**src/rtl/frame_strobe_writer_pkg.sv**
```systemverilog
// Shared definitions for the column frame-strobe writer: FSM encoding and
// header field layout.
package frame_strobe_writer_pkg;

  localparam int unsigned COL_LSB = 16;
  localparam int unsigned IDX_LSB = 0;
  localparam int unsigned IDX_W   = 5;

  localparam logic [2:0] ST_HDR    = 3'd0;
  localparam logic [2:0] ST_DATA   = 3'd1;
  localparam logic [2:0] ST_SETUP  = 3'd2;
  localparam logic [2:0] ST_STROBE = 3'd3;
  localparam logic [2:0] ST_HOLD   = 3'd4;

  typedef enum logic [2:0] {
    HDR    = ST_HDR,
    DATA   = ST_DATA,
    SETUP  = ST_SETUP,
    STROBE = ST_STROBE,
    HOLD   = ST_HOLD
  } state_e;

  function automatic logic hdr_is_bad(input int unsigned col, input int unsigned idx,
                                      input int unsigned ncols, input int unsigned nframes);
    return (col >= ncols) || (idx >= nframes);
  endfunction

endpackage

```
**src/rtl/frame_strobe_writer_if.sv**
```systemverilog
// Word-stream handshake into the frame strobe writer.
interface frame_strobe_writer_if #(
  parameter int unsigned DW = 32
);
  logic [DW-1:0] s_data;
  logic          s_valid;
  logic          s_ready;

  modport master (output s_data, output s_valid, input  s_ready);
  modport slave  (input  s_data, input  s_valid, output s_ready);
endinterface

```
**src/rtl/frame_strobe_writer_bank.sv**
```systemverilog
// Per-row FrameData storage: NumRows words, one row written per enabled cycle.
module frame_data_reg_bank #(
  parameter int unsigned NumRows = 16,
  parameter int unsigned RowBits = 32,
  parameter int unsigned RowW    = 4
) (
  input  logic                       i_clk,
  input  logic                       i_rst_n,
  input  logic                       i_we,
  input  logic [RowW-1:0]            i_row,
  input  logic [RowBits-1:0]         i_wdata,
  output logic [RowBits*NumRows-1:0] o_data
);

  logic [RowBits-1:0] r_rows [NumRows];

  always_ff @(posedge i_clk or negedge i_rst_n) begin
    if (!i_rst_n) begin
      for (int unsigned i = 0; i < NumRows; i++) r_rows[i] <= '0;
    end else if (i_we) begin
      r_rows[i_row] <= i_wdata;
    end
  end

  for (genvar g = 0; g < NumRows; g++) begin : g_flat
    assign o_data[g*RowBits +: RowBits] = r_rows[g];
  end

endmodule

```
**src/rtl/frame_strobe_writer.sv**
```systemverilog
// Loads one frame of row data from a word stream, then strobes it into the
// selected column/frame with setup and hold around FrameStrobe.
module frame_strobe_writer
  import frame_strobe_writer_pkg::*;
#(
  parameter int unsigned MaxFramesPerCol  = 20,
  parameter int unsigned FrameSelectWidth = 5,
  parameter int unsigned NumCols          = 8,
  parameter int unsigned NumRows          = 16,
  parameter int unsigned FrameBitsPerRow  = 32,
  parameter int unsigned StrobeCycles     = 2
) (
  input  logic                                 CLK,
  input  logic                                 resetn,
  frame_strobe_writer_if.slave                 s,
  output logic [FrameBitsPerRow*NumRows-1:0]   FrameData,
  output logic [FrameSelectWidth-1:0]          FrameSelect,
  output logic                                 FrameStrobe,
  output logic [MaxFramesPerCol-1:0]           FrameStrobe_I,
  output logic                                 busy,
  output logic                                 frame_done,
  output logic                                 err,
  input  logic                                 err_clr
);

  localparam int unsigned ROW_W  = (NumRows > 1) ? $clog2(NumRows) : 1;
  localparam int unsigned SCNT_W = $clog2(StrobeCycles + 1);

  state_e                       r_state, w_state_nxt;
  logic [ROW_W-1:0]             r_row;
  logic [SCNT_W-1:0]            r_scnt;
  logic [FrameSelectWidth-1:0]  r_col, r_sel;
  logic [IDX_W-1:0]             r_idx;
  logic                         r_bad;
  logic                         r_s_ready, r_busy, r_strobe, r_done, r_err;
  logic [MaxFramesPerCol-1:0]   r_stb_i;

  logic                         w_acc, w_last_row, w_strobe_last, w_hdr_bad, w_we;
  logic [FrameSelectWidth-1:0]  w_hdr_col;
  logic [IDX_W-1:0]             w_hdr_idx;
  logic [MaxFramesPerCol-1:0]   w_onehot;

  assign w_acc         = s.s_valid & r_s_ready;
  assign w_hdr_col     = s.s_data[COL_LSB +: FrameSelectWidth];
  assign w_hdr_idx     = s.s_data[IDX_LSB +: IDX_W];
  assign w_hdr_bad     = hdr_is_bad(32'(w_hdr_col), 32'(w_hdr_idx), NumCols, MaxFramesPerCol);
  assign w_last_row    = (r_row == ROW_W'(NumRows - 1));
  assign w_strobe_last = (r_scnt == SCNT_W'(StrobeCycles));
  assign w_onehot      = MaxFramesPerCol'(1) << r_idx;
  assign w_we          = (r_state == DATA) && w_acc && !r_bad;

  always_comb begin
    w_state_nxt = r_state;
    unique case (r_state)
      HDR:     if (w_acc) w_state_nxt = DATA;
      DATA:    if (w_acc && w_last_row) w_state_nxt = r_bad ? HDR : SETUP;
      SETUP:   w_state_nxt = STROBE;
      STROBE:  if (w_strobe_last) w_state_nxt = HOLD;
      HOLD:    w_state_nxt = HDR;
      default: w_state_nxt = HDR;
    endcase
  end

  // Outputs are decoded from the next state so every port comes straight from a flop.
  always_ff @(posedge CLK or negedge resetn) begin
    if (!resetn) begin
      r_state   <= HDR;
      r_row     <= '0;
      r_scnt    <= '0;
      r_col     <= '0;
      r_idx     <= '0;
      r_bad     <= 1'b0;
      r_sel     <= '0;
      r_stb_i   <= '0;
      r_s_ready <= 1'b1;
      r_busy    <= 1'b0;
      r_strobe  <= 1'b0;
      r_done    <= 1'b0;
      r_err     <= 1'b0;
    end else begin
      r_state   <= w_state_nxt;
      r_s_ready <= (w_state_nxt == HDR) || (w_state_nxt == DATA);
      r_busy    <= (w_state_nxt != HDR);
      r_strobe  <= (w_state_nxt == STROBE);
      r_done    <= (w_state_nxt == HOLD);

      if (r_state == HDR && w_acc) begin
        r_col <= w_hdr_col;
        r_idx <= w_hdr_idx;
        r_bad <= w_hdr_bad;
        r_row <= '0;
      end else if (r_state == DATA && w_acc && !w_last_row) begin
        r_row <= r_row + 1'b1;
      end

      if (r_state == SETUP) begin
        r_scnt <= SCNT_W'(1);
      end else if (r_state == STROBE && !w_strobe_last) begin
        r_scnt <= r_scnt + 1'b1;
      end

      if (w_state_nxt == SETUP) begin
        r_sel   <= r_col;
        r_stb_i <= w_onehot;
      end else if (w_state_nxt == HDR) begin
        r_stb_i <= '0;
      end

      if (r_state == DATA && w_acc && w_last_row && r_bad) begin
        r_err <= 1'b1;
      end else if (err_clr) begin
        r_err <= 1'b0;
      end
    end
  end

  frame_data_reg_bank #(
    .NumRows (NumRows),
    .RowBits (FrameBitsPerRow),
    .RowW    (ROW_W)
  ) u_bank (
    .i_clk   (CLK),
    .i_rst_n (resetn),
    .i_we    (w_we),
    .i_row   (r_row),
    .i_wdata (s.s_data),
    .o_data  (FrameData)
  );

  assign s.s_ready     = r_s_ready;
  assign FrameSelect   = r_sel;
  assign FrameStrobe   = r_strobe;
  assign FrameStrobe_I = r_stb_i;
  assign busy          = r_busy;
  assign frame_done    = r_done;
  assign err           = r_err;

endmodule

```
**src/flat_wrapper.sv**
```systemverilog
// flat-port wrapper written by rule: the top's interface ports become plain ports
module frame_strobe_writer_flat import frame_strobe_writer_pkg::*;
#(
  parameter int unsigned MaxFramesPerCol  = 20,
  parameter int unsigned FrameSelectWidth = 5,
  parameter int unsigned NumCols          = 8,
  parameter int unsigned NumRows          = 16,
  parameter int unsigned FrameBitsPerRow  = 32,
  parameter int unsigned StrobeCycles     = 2
)
  (CLK, resetn, FrameData, FrameSelect, FrameStrobe, FrameStrobe_I, busy, frame_done, err, err_clr, s_s_data, s_s_valid, s_s_ready);
  frame_strobe_writer_if #(.DW(32)) s_i ();
  input  logic CLK;
  input  logic resetn;
  output logic [FrameBitsPerRow*NumRows-1:0] FrameData;
  output logic [FrameSelectWidth-1:0] FrameSelect;
  output logic FrameStrobe;
  output logic [MaxFramesPerCol-1:0] FrameStrobe_I;
  output logic busy;
  output logic frame_done;
  output logic err;
  input  logic err_clr;
  input wire logic [$bits(s_i.s_data)-1:0] s_s_data;
  input wire logic [$bits(s_i.s_valid)-1:0] s_s_valid;
  output wire logic [$bits(s_i.s_ready)-1:0] s_s_ready;
  assign s_i.s_data = s_s_data;
  assign s_i.s_valid = s_s_valid;
  assign s_s_ready = s_i.s_ready;
  frame_strobe_writer #(.MaxFramesPerCol(MaxFramesPerCol), .FrameSelectWidth(FrameSelectWidth), .NumCols(NumCols), .NumRows(NumRows), .FrameBitsPerRow(FrameBitsPerRow), .StrobeCycles(StrobeCycles)) u_core (.CLK(CLK), .resetn(resetn), .s(s_i), .FrameData(FrameData), .FrameSelect(FrameSelect), .FrameStrobe(FrameStrobe), .FrameStrobe_I(FrameStrobe_I), .busy(busy), .frame_done(frame_done), .err(err), .err_clr(err_clr));
endmodule
```
**config.mk**
```make
export PLATFORM = sky130hd
export DESIGN_NAME = frame_strobe_writer_flat
export DESIGN_NICKNAME = d
export VERILOG_FILES = /design/src/rtl/frame_strobe_writer_pkg.sv /design/src/rtl/frame_strobe_writer_if.sv /design/src/rtl/frame_strobe_writer_bank.sv /design/src/rtl/frame_strobe_writer.sv /design/src/flat_wrapper.sv
export SDC_FILE = /design/constraint.sdc
export NUM_CORES = 1
export LEC_CHECK = 0
export ABC_CLOCK_PERIOD_IN_PS = 2200
export BUFFER_PORTS_ARGS = -buffer_cell sky130_fd_sc_hd__buf_2
export CELL_PAD_IN_SITES_DETAIL_PLACEMENT = 0
export CELL_PAD_IN_SITES_GLOBAL_PLACEMENT = 1
export CORE_ASPECT_RATIO = 0.5
export CORE_MARGIN = 10
export CORE_UTILIZATION = 35
export DETAILED_ROUTE_END_ITERATION = 8
export PLACE_DENSITY = 0.65
export SYNTH_ARGS = -nofsm -noshare
export SYNTH_HDL_FRONTEND = slang
export SYNTH_SLANG_ARGS = --single-unit
```
**constraint.sdc**
```tcl
create_clock -name CLK -period 2.2 [get_ports CLK]
set_input_delay 0.11 -clock CLK [delete_from_list [all_inputs] [get_ports CLK]]
set_output_delay 0.11 -clock CLK [all_outputs]
set_load 0.03 [all_outputs]
```
# Word level (Yosys, flattened, before mapping)
# Cells that the tools add are included.
# Widths: inputs -> output; s select.
# word_totals
input_bits	36
register_bits	562
elab_cells	84
# classes
n_lt_le_gt_ge	4
shifts	1
n_reduce_logical	21
n_eq_ne	9
n_bitwise	2
addsub	2
mux	16
# op_table
op	count
$bwmux 512	1
$demux 32 s4	1
$mux 20	2
$mux 32	1
$shl 1x5->20 const A	1
$eq 3x2->1 const B	4
$pmux 3 s4	1
$ge 5x5->1 const B	2
$logic_and 1x1->1	9
$mux 3	3
$mux 4	2
$reduce_bool 2->1	4
$eq 3x1->1 const B	2
$logic_not 3->1	2
$mux 2	3
$ge 5x4->1 const B	1
$lt 5x1->1 const B	1
$not 4->5	1
$add 4x1->4 const B	1
$eq 4x4->1 const B	1
$eq 3x3->1 const B	1
$logic_not 1->1	3
$reduce_bool 3->1	1
$add 2x1->2 const B	1
other kinds (4)	6

# Depth between registers and ports, before layout
# Gate-level depths: netlist of run 1.
# logic_depth
word_depth	7
ltp_mapped	6
mapped_depth_nobuf	5

# Cells and area by module
# From an unflattened synthesis of run 1, not the netlist that was laid out.
# hier_totals
hier_cells	1304
hier_area_um2	21304.2
# by_module_without_submodules
module	cells_each	area_per_inst_um2	n_inst
frame_data_reg_bank	1133	19100.8	1
frame_strobe_writer	171	2203.4	1

# Least setup slack after synthesis of run 1
# No wires, ideal clock.
# synth_path
path_type	register to register
start	reg u_core.r_s_ready, in the netlist u_core.s.s_ready
end	reg u_core.u_bank.r_rows, in the netlist u_core.u_bank.o_data[225]
n_path_buf	3
required_ns	2.072
path_stages_with_launch	7
t_arrival_ns	1.827
period_less_slack_ns	1.954
path_slack_ns	0.246
path_cell_list	dfstp_2 -> and4bb_1 -> buf_2 -> buf_6 -> nand3_4 -> buf_2 -> mux2_1
# synth_between
elab_chain_len	3
# synth_rtl
item	line	text
start, declared	frame_strobe_writer.sv:35	logic r_s_ready, r_busy, r_strobe, r_done, r_err;
start signal, assigned	frame_strobe_writer.sv:82	r_s_ready <= (w_state_nxt == HDR) || (w_state_nxt == DATA);
$and 1x1->1	frame_strobe_writer.sv:43	assign w_acc = s.s_valid & r_s_ready;
$logic_and 1x1->1 (2 in a row)	frame_strobe_writer.sv:50	assign w_we = (r_state == DATA) && w_acc && !r_bad;
end signal, assigned by index	frame_strobe_writer_bank.sv:21	r_rows[i_row] <= i_wdata;
end, declared	frame_strobe_writer_bank.sv:15	logic [RowBits-1:0] r_rows [NumRows];
# Every way passes these cells.
# A chain may end at the register's enable or synchronous reset.

# Worst setup path in the final report of run 1
# layout_path
start	reg u_core.r_s_ready, in the netlist u_core.s.s_ready
end	reg u_core.u_bank.r_rows, in the netlist u_core.u_bank.o_data[494]
# The elaborated chain is that of the path after synthesis.

==> results_dict.tcl, run 1 <==
set metrics [dict create \
    diodes 0 \
    synth_top_area_cell "dfrtp_1" \
    maxCapViolations 0 \
    register_area_mm2 0.0141 \
    mostFrequentLayoutCell "buf_2" \
    ys_types 42 \
    initialDrtViolationCount 578 \
    cts_sinks 562 \
    dr_total_vias 13077 \
    nFillCells 5651 \
    power_density_mw_per_mm2 1540 \
    maxSlewHeadroom 0.664 \
    status "finished clean" \
    finalPower_mw 42.3 \
    syn_area_mm2 0.0215 \
    finalWeightedCongestion 0.793 \
    port_buffers 577 \
    synth_top_cell_area_share 0.652 \
    dr.pass1.iters 4 \
    start_kind "flip-flop" \
    io_pins 578 \
    slew_violations 0 \
    synth_top_family_by_area "multiplexers" \
    fin_area_mm2 0.0274 \
    synthArstFlopShare 1.00 \
    setup_viol 0 \
    syn_nets 1338 \
    cts.htree.levels 2 \
    synth_area_leaders "dfrtp_1 (65%), mux2_1 (21%), mux2_2 (6.7%), buf_6 (1.3%), nand3_4 (0.81%)" \
    cpLargestDelayFamily "flip-flops" \
    crit_path_end_kind "flip-flop" \
    synth-xor-area-share 0 \
    cts_tree "done" \
    cts.clk_slew.worst_paths_ns 0.07 \
    layout-drive-gt1-share 0.446 \
    synthAdderAreaFrac 0.00291 \
    die-area_mm2 0.0724 \
    max_freq_ghz 0.480 \
    hpwl_um 50200 \
    wl_um 68800 \
    tightest_slew_ns 0.504 \
    die_y_um 195 \
    initial_core_util 0.353 \
    hold_class "input port to flip-flop" \
    cts_buffers 52 \
    cts_buffer_depth 3 \
    multi_input_area_mm2 0.00687 \
    crit_type "flip-flop to flip-flop" \
    insertion_delay_ns 0.59 \
    ys.flop_type "dfrtp_1" \
    synth_seq_area_share 0.653 \
    fin_nets 1931 \
    gr-total-overflow 0 \
    skew_ns 0.0205 \
    worstPathArrival_ns 2.54 \
    wire_per_inst_um 24.9 \
    period_needed_ns 2.08 \
    synth_cells 1297 \
    vdd_drop_max_mv 0.778 \
    period_share 0.946 \
    required_ns 2.66 \
    antenna_found_initial 2 \
    ant_nets 0 \
    grt_pass1_vias 13775 \
    routed_via_density 4.74 \
    final_cell_mix "buf_2 (576), dfrtp_1 (561), mux2_1 (399)" \
    grt_start_max_net_pins 59 \
    grt_pass1_wl_um 99600 \
    cp_max_fo 38 \
    tns_ns 0 \
    critPathMaxStageDelay_ns 0.58 \
    rsz0062_at_grt "false" \
    die_x_um 371 \
    path_cells "and4bb_1, buf_4, nand4b_1, buf_12, mux2_1" \
    syn-mean-instance-area_um2 16.6 \
    muxShareOfSynthArea 0.278 \
    cts_root_buffer "clkbuf_16" \
    critPathBufInv 2 \
    whs_ns 0.0268 \
    crit_slowest_cell "dfstp_2" \
    grt_util_all_layers 0.184 \
    synthSimpleGateAreaFrac 0.0253 \
    synth_compound_area_frac 0.0121 \
    rows 64 \
    ys_seq_elements 562 \
    yosys_warnings 0 \
    fin_util 0.449 \
    drc 0 \
    synth_edf_count 0 \
    p_leak_nw 14.9 \
    core_mm2 0.0610 \
    post_dp_cell_area_mm2 0.0256 \
    syn_to_final_growth_pct 27.2 \
    postCtsSetupBuffers 0 \
    hold_viol_final 0 \
]
==> cell type report <==
type | count | area share
sequential | 562 | 0.514
multi-input combinational | 634 | 0.251
timing repair buffer | 634 | 0.134
clock buffer | 73 | 0.0541
tap | 825 | 0.0377
clock inverter | 23 | 0.00868
inverter | 6 | 0.000823
==> cells in the mapped netlist (all sizes together) (2+ instances only) <==
library cell	number
inv	6
nand3	17
nand2b	3
and4b	3
nand4	7
nor4b	3
and4bb	3
o21ai	5
a211oi	2
nand2	7
dfrtp	561
buf	57
o2bb2ai	20
a21oi	3
ha	5
or2	2
mux2i	3
clkbuf	38
nor2	7
and3	3
mux2	528
nor4bb	2
==> flip-flops by register name (all words and copies together) (netlist names) <==
register	count
u_core.r_state	3
u_core.busy	1
u_core.u_bank.o_data	512
u_core.s.s_ready	1
u_core.r_scnt	2
u_core.err	1
u_core.FrameStrobe_I	20
u_core.r_col	5
u_core.FrameStrobe	1
u_core.r_idx	5
u_core.r_bad	1
u_core.frame_done	1
u_core.r_row	4
u_core.FrameSelect	5
==> path summary, 6_finish.rpt <==
kind	from	to	slack (ns)	depth (start not counted)
min reg2reg	u_core.u_bank.o_data[107]$_DFFE_PN0P_	u_core.u_bank.o_data[107]$_DFFE_PN0P_	0.48	1
max reg2reg	u_core.s.s_ready$_DFF_PN1_	u_core.u_bank.o_data[494]$_DFFE_PN0P_	0.12	5
min	s_s_data[7]	u_core.u_bank.o_data[103]$_DFFE_PN0P_	0.03	2
max in group asynchronous	resetn	u_core.u_bank.o_data[185]$_DFFE_PN0P_	1.24	4
min in group asynchronous	resetn	u_core.u_bank.o_data[42]$_DFFE_PN0P_	0.05	2
max	u_core.s.s_ready$_DFF_PN1_	u_core.u_bank.o_data[494]$_DFFE_PN0P_	0.12	5
==> logic make-up after synthesis <==
kind of cell | Yosys count
DFF | 562
buffers and inverters | 101
adders and majority gates | 5
AOI/OAI and AO/OA | 34
muxes | 531
and+or+nand+nor | 64
==> per-layer routing <==
metal  GRT usage  share of wire  up-vias
met5           0              0        -
met2       0.350           0.55      239
met4      0.0800          0.044        0
met3      0.0277          0.031      128
met1       0.200           0.37     6926
li1            -              -     5784
==> per-stage QoR <==
step	instances	setup WS, ns
floorplan	1297	0.246
global placement	2654	0.172
detailed placement	2654	0.156
CTS	2757	0.139
global route	2757	0.00523
finish	2757	0.118
==> repair_timing <==
| action | in CTS | in global routing |
|---|---|---|
| gates resized for setup | 0 | 0 |
| hold endpoints to repair | 455 | 0 |
| hold buffers | 7 | 0 |
==> report_power, final <==
group / internal (mW) / switching [mW]
Clock: 5.18 / 4.08
Combinational: 5.13 / 11.9
Sequential: 14.0 / 1.93
(Power assumes the default switching activity.)
==> inputs of run 2 (changes only) <==
--- a/config.mk
+++ b/config.mk
@@ -5,6 +5,7 @@
 export SDC_FILE = /design/constraint.sdc
 export NUM_CORES = 1
 export LEC_CHECK = 0
+export ABC_AREA = 1
 export ABC_CLOCK_PERIOD_IN_PS = 2200
 export BUFFER_PORTS_ARGS = -buffer_cell sky130_fd_sc_hd__buf_2
 export CELL_PAD_IN_SITES_DETAIL_PLACEMENT = 0
@@ -13,7 +14,8 @@
 export CORE_MARGIN = 10
 export CORE_UTILIZATION = 35
 export DETAILED_ROUTE_END_ITERATION = 8
-export PLACE_DENSITY = 0.65
+export PLACE_DENSITY = 0.69
 export SYNTH_ARGS = -nofsm -noshare
 export SYNTH_HDL_FRONTEND = slang
 export SYNTH_SLANG_ARGS = --single-unit
+export TNS_END_PERCENT = 1
==> run 2 against run 1 <==
Net effect: clock power is essentially flat; sequential share of layout area increased by 2.7 points; area after synthesis is 3.2% lower; register-to-register slack better by 0.13 ns; sequential power fell by 6%; first-iteration DRC count grew 90%; critical path type unchanged.
==> results_dict.tcl, run 2 <==
set metrics [dict create \
    synthArstFlopShare 1.00 \
    cts_root_buffer "clkbuf_16" \
    use_met2 0.387 \
    synth.most_common_cell "nand2_1" \
    die_x_um 365 \
    grt_pass1_vias 15298 \
    core_mm2 0.0590 \
    start_kind "flip-flop" \
    maxSlewHeadroom 0.449 \
    synth_edf_count 0 \
    met1_usage 0.222 \
    worstPathArrival_ns 2.37 \
    wl_um 73800 \
    holdPathStages 5 \
    synth_commonest_cells "nand2_1 (587), dfrtp_1 (561), o21ai_1 (327)" \
    synth_cells 1998 \
    hpwl_um 52400 \
    setup_viol 0 \
    power_density_mw_per_mm2 1460 \
    initial_core_util 0.353 \
    hold_viol_final 0 \
    period_share 0.886 \
    critPathMaxStageDelay_ns 0.41 \
    cts_tree "done" \
    ff2ff_path_depth 7 \
    grt_busiest_layer "met2" \
    ys.flop_type "dfrtp_1" \
    tightest_slew_ns 0.825 \
    cpLargestDelayFamily "simple AND/OR/NAND/NOR gates" \
    status "finished clean" \
    diodes 0 \
    fin_nets 2567 \
    grt_util_all_layers 0.204 \
    fin_area_mm2 0.0260 \
    ctsHoldBuffers 5 \
    antenna_found_initial 0 \
    grt_util_met3 0.0284 \
    synth_seq_area_share 0.675 \
    synth_top_cell_area_share 0.674 \
    dr.pass1.iters 5 \
    skew_ns 0.0139 \
    ys_types 28 \
    rsz0062_at_grt "false" \
    maxCapViolations 0 \
    tns_ns 0 \
    cts_resized 0 \
    port_buffers 577 \
    postCtsSetupBuffers 0 \
    die-area_mm2 0.0703 \
    syn_nets 2039 \
    routed_via_density 4.70 \
    insertion_delay_ns 0.58 \
    syn_area_mm2 0.0208 \
    cts_sinks 562 \
    syn-mean-instance-area_um2 10.4 \
    cts.htree.levels 2 \
    drc 0 \
    post_dp_cell_area_mm2 0.0242 \
    final_cell_mix "nand2_1 (584), buf_2 (576), dfrtp_1 (561)" \
    synth_area_leaders "dfrtp_1 (67%), nand2_1 (11%), o21ai_1 (7.9%), o21ai_0 (4.9%), buf_6 (2.3%)" \
    io_pins 578 \
    grt_start_max_net_pins 84 \
    yosys_warnings 0 \
    fin_cells 3345 \
    mostFrequentLayoutCell "nand2_1" \
    crit_slowest_cell "dfrtp_1" \
    gr-total-overflow 0 \
    syn_to_final_growth_pct 24.7 \
    ant_nets 0 \
    wire_per_inst_um 22.1 \
    period_needed_ns 1.95 \
    crit_path_end_kind "flip-flop" \
    path_cells "inv_1, ha_1, inv_1, nor2_1, nand2_8, nand2_1, o21ai_1" \
    cts_buffers 52 \
    largest_reg_flops 512 \
    grt_pass1_wl_um 107000 \
    initialDrtViolationCount 1099 \
    critPathBufInv 2 \
    finalWeightedCongestion 0.807 \
    required_ns 2.63 \
    dp.cells 3247 \
    vdd_drop_max_mv 0.702 \
    crit_type "flip-flop to flip-flop" \
    cp.depth 7 \
    rows 63 \
    synth_top_area_cell "dfrtp_1" \
    cts.clk_slew.worst_paths_ns 0.06 \
    cts_buffer_depth 3 \
    cp_max_fo 64 \
    p_leak_nw 13.9 \
    hold_class "input port to flip-flop" \
    die_y_um 193 \
    crit_top_cell "inv_1" \
    max_freq_ghz 0.513 \
    dr_total_vias 15729 \
    layout-drive-gt1-share 0.280 \
    ys_seq_elements 562 \
    slew_violations 0 \
]
-- run 2: worst min-delay path: cells and delay by family --
family / cells / cell delay [ns]
and+or+nand+nor: 3 / 0.28
buffers and inverters: 1 / 0.10
AOI/OAI and AO/OA: 1 / 0.08
-- run 2: final timing paths --
| check | start | to | slack, ns |
|---|---|---|---|
| max | u_core.r_row[0]$_DFFE_PN0P_ | u_core.u_bank.o_data[155]$_DFFE_PN0P_ | 0.25 |
| min | s_s_valid | u_core.err$_DFFE_PN0P_ | 0.03 |
| max reg2reg | u_core.r_row[0]$_DFFE_PN0P_ | u_core.u_bank.o_data[155]$_DFFE_PN0P_ | 0.25 |
| min reg2reg | u_core.FrameStrobe_I[6]$_DFFE_PN0P_ | u_core.FrameStrobe_I[6]$_DFFE_PN0P_ | 0.47 |
| max in group asynchronous | resetn | u_core.FrameStrobe_I[10]$_DFFE_PN0P_ | 1.20 |
| min in group asynchronous | resetn | u_core.u_bank.o_data[443]$_DFFE_PN0P_ | 0.10 |
-- run 2: report_power, final --
group	leakage [nW]	switching, mW	internal [mW]
sequential	7.62	1.76	13.3
combinational	5.42	10.2	3.50
clock	0.848	4.01	5.24
-- run 2: cell type report --
type / instances / area, um2
clock buffers: 81 / 1570
well taps: 780 / 976
clock inverters: 12 / 139
flip-flops and latches: 562 / 14100
multi-input cells: 1232 / 5670
fillers: 5875 / 33000
repair buffers: 615 / 3330
inverters: 63 / 236
-- run 2: per-layer routing --
| metal | vias up | share of wire |
|---|---|---|
| met5 | - | 0 |
| met4 | 0 | 0.055 |
| met3 | 151 | 0.031 |
| met2 | 317 | 0.55 |
| met1 | 7682 | 0.37 |
| li1 | 7579 | - |
-- run 2: logic make-up (layout without fill, tap and decap cells) --
group / Yosys count / after routing / share of synthesized area
compound gates: 540 / 540 / 0.131
buf+inv: 204 / 771 / 0.0539
fa+ha+maj: 5 / 5 / 0.00300
simple gates: 686 / 686 / 0.137
xor+xnor: 1 / 1 / 0.000420
flops: 562 / 562 / 0.675
-- run 2: per-stage QoR --
stage          hold slack, ns  utilization  setup WS (ns)  power [mW]
6_report               0.0297        0.440          0.250        38.0
5_1_grt                0.0247        0.440         0.0444        39.9
4_1_cts               0.00731        0.440          0.245        38.5
3_5_place_dp           0.0952        0.410          0.279        29.2
3_3_place_gp           0.0968        0.410          0.310        29.0
2_1_floorplan          -0.186            -          0.403        23.8
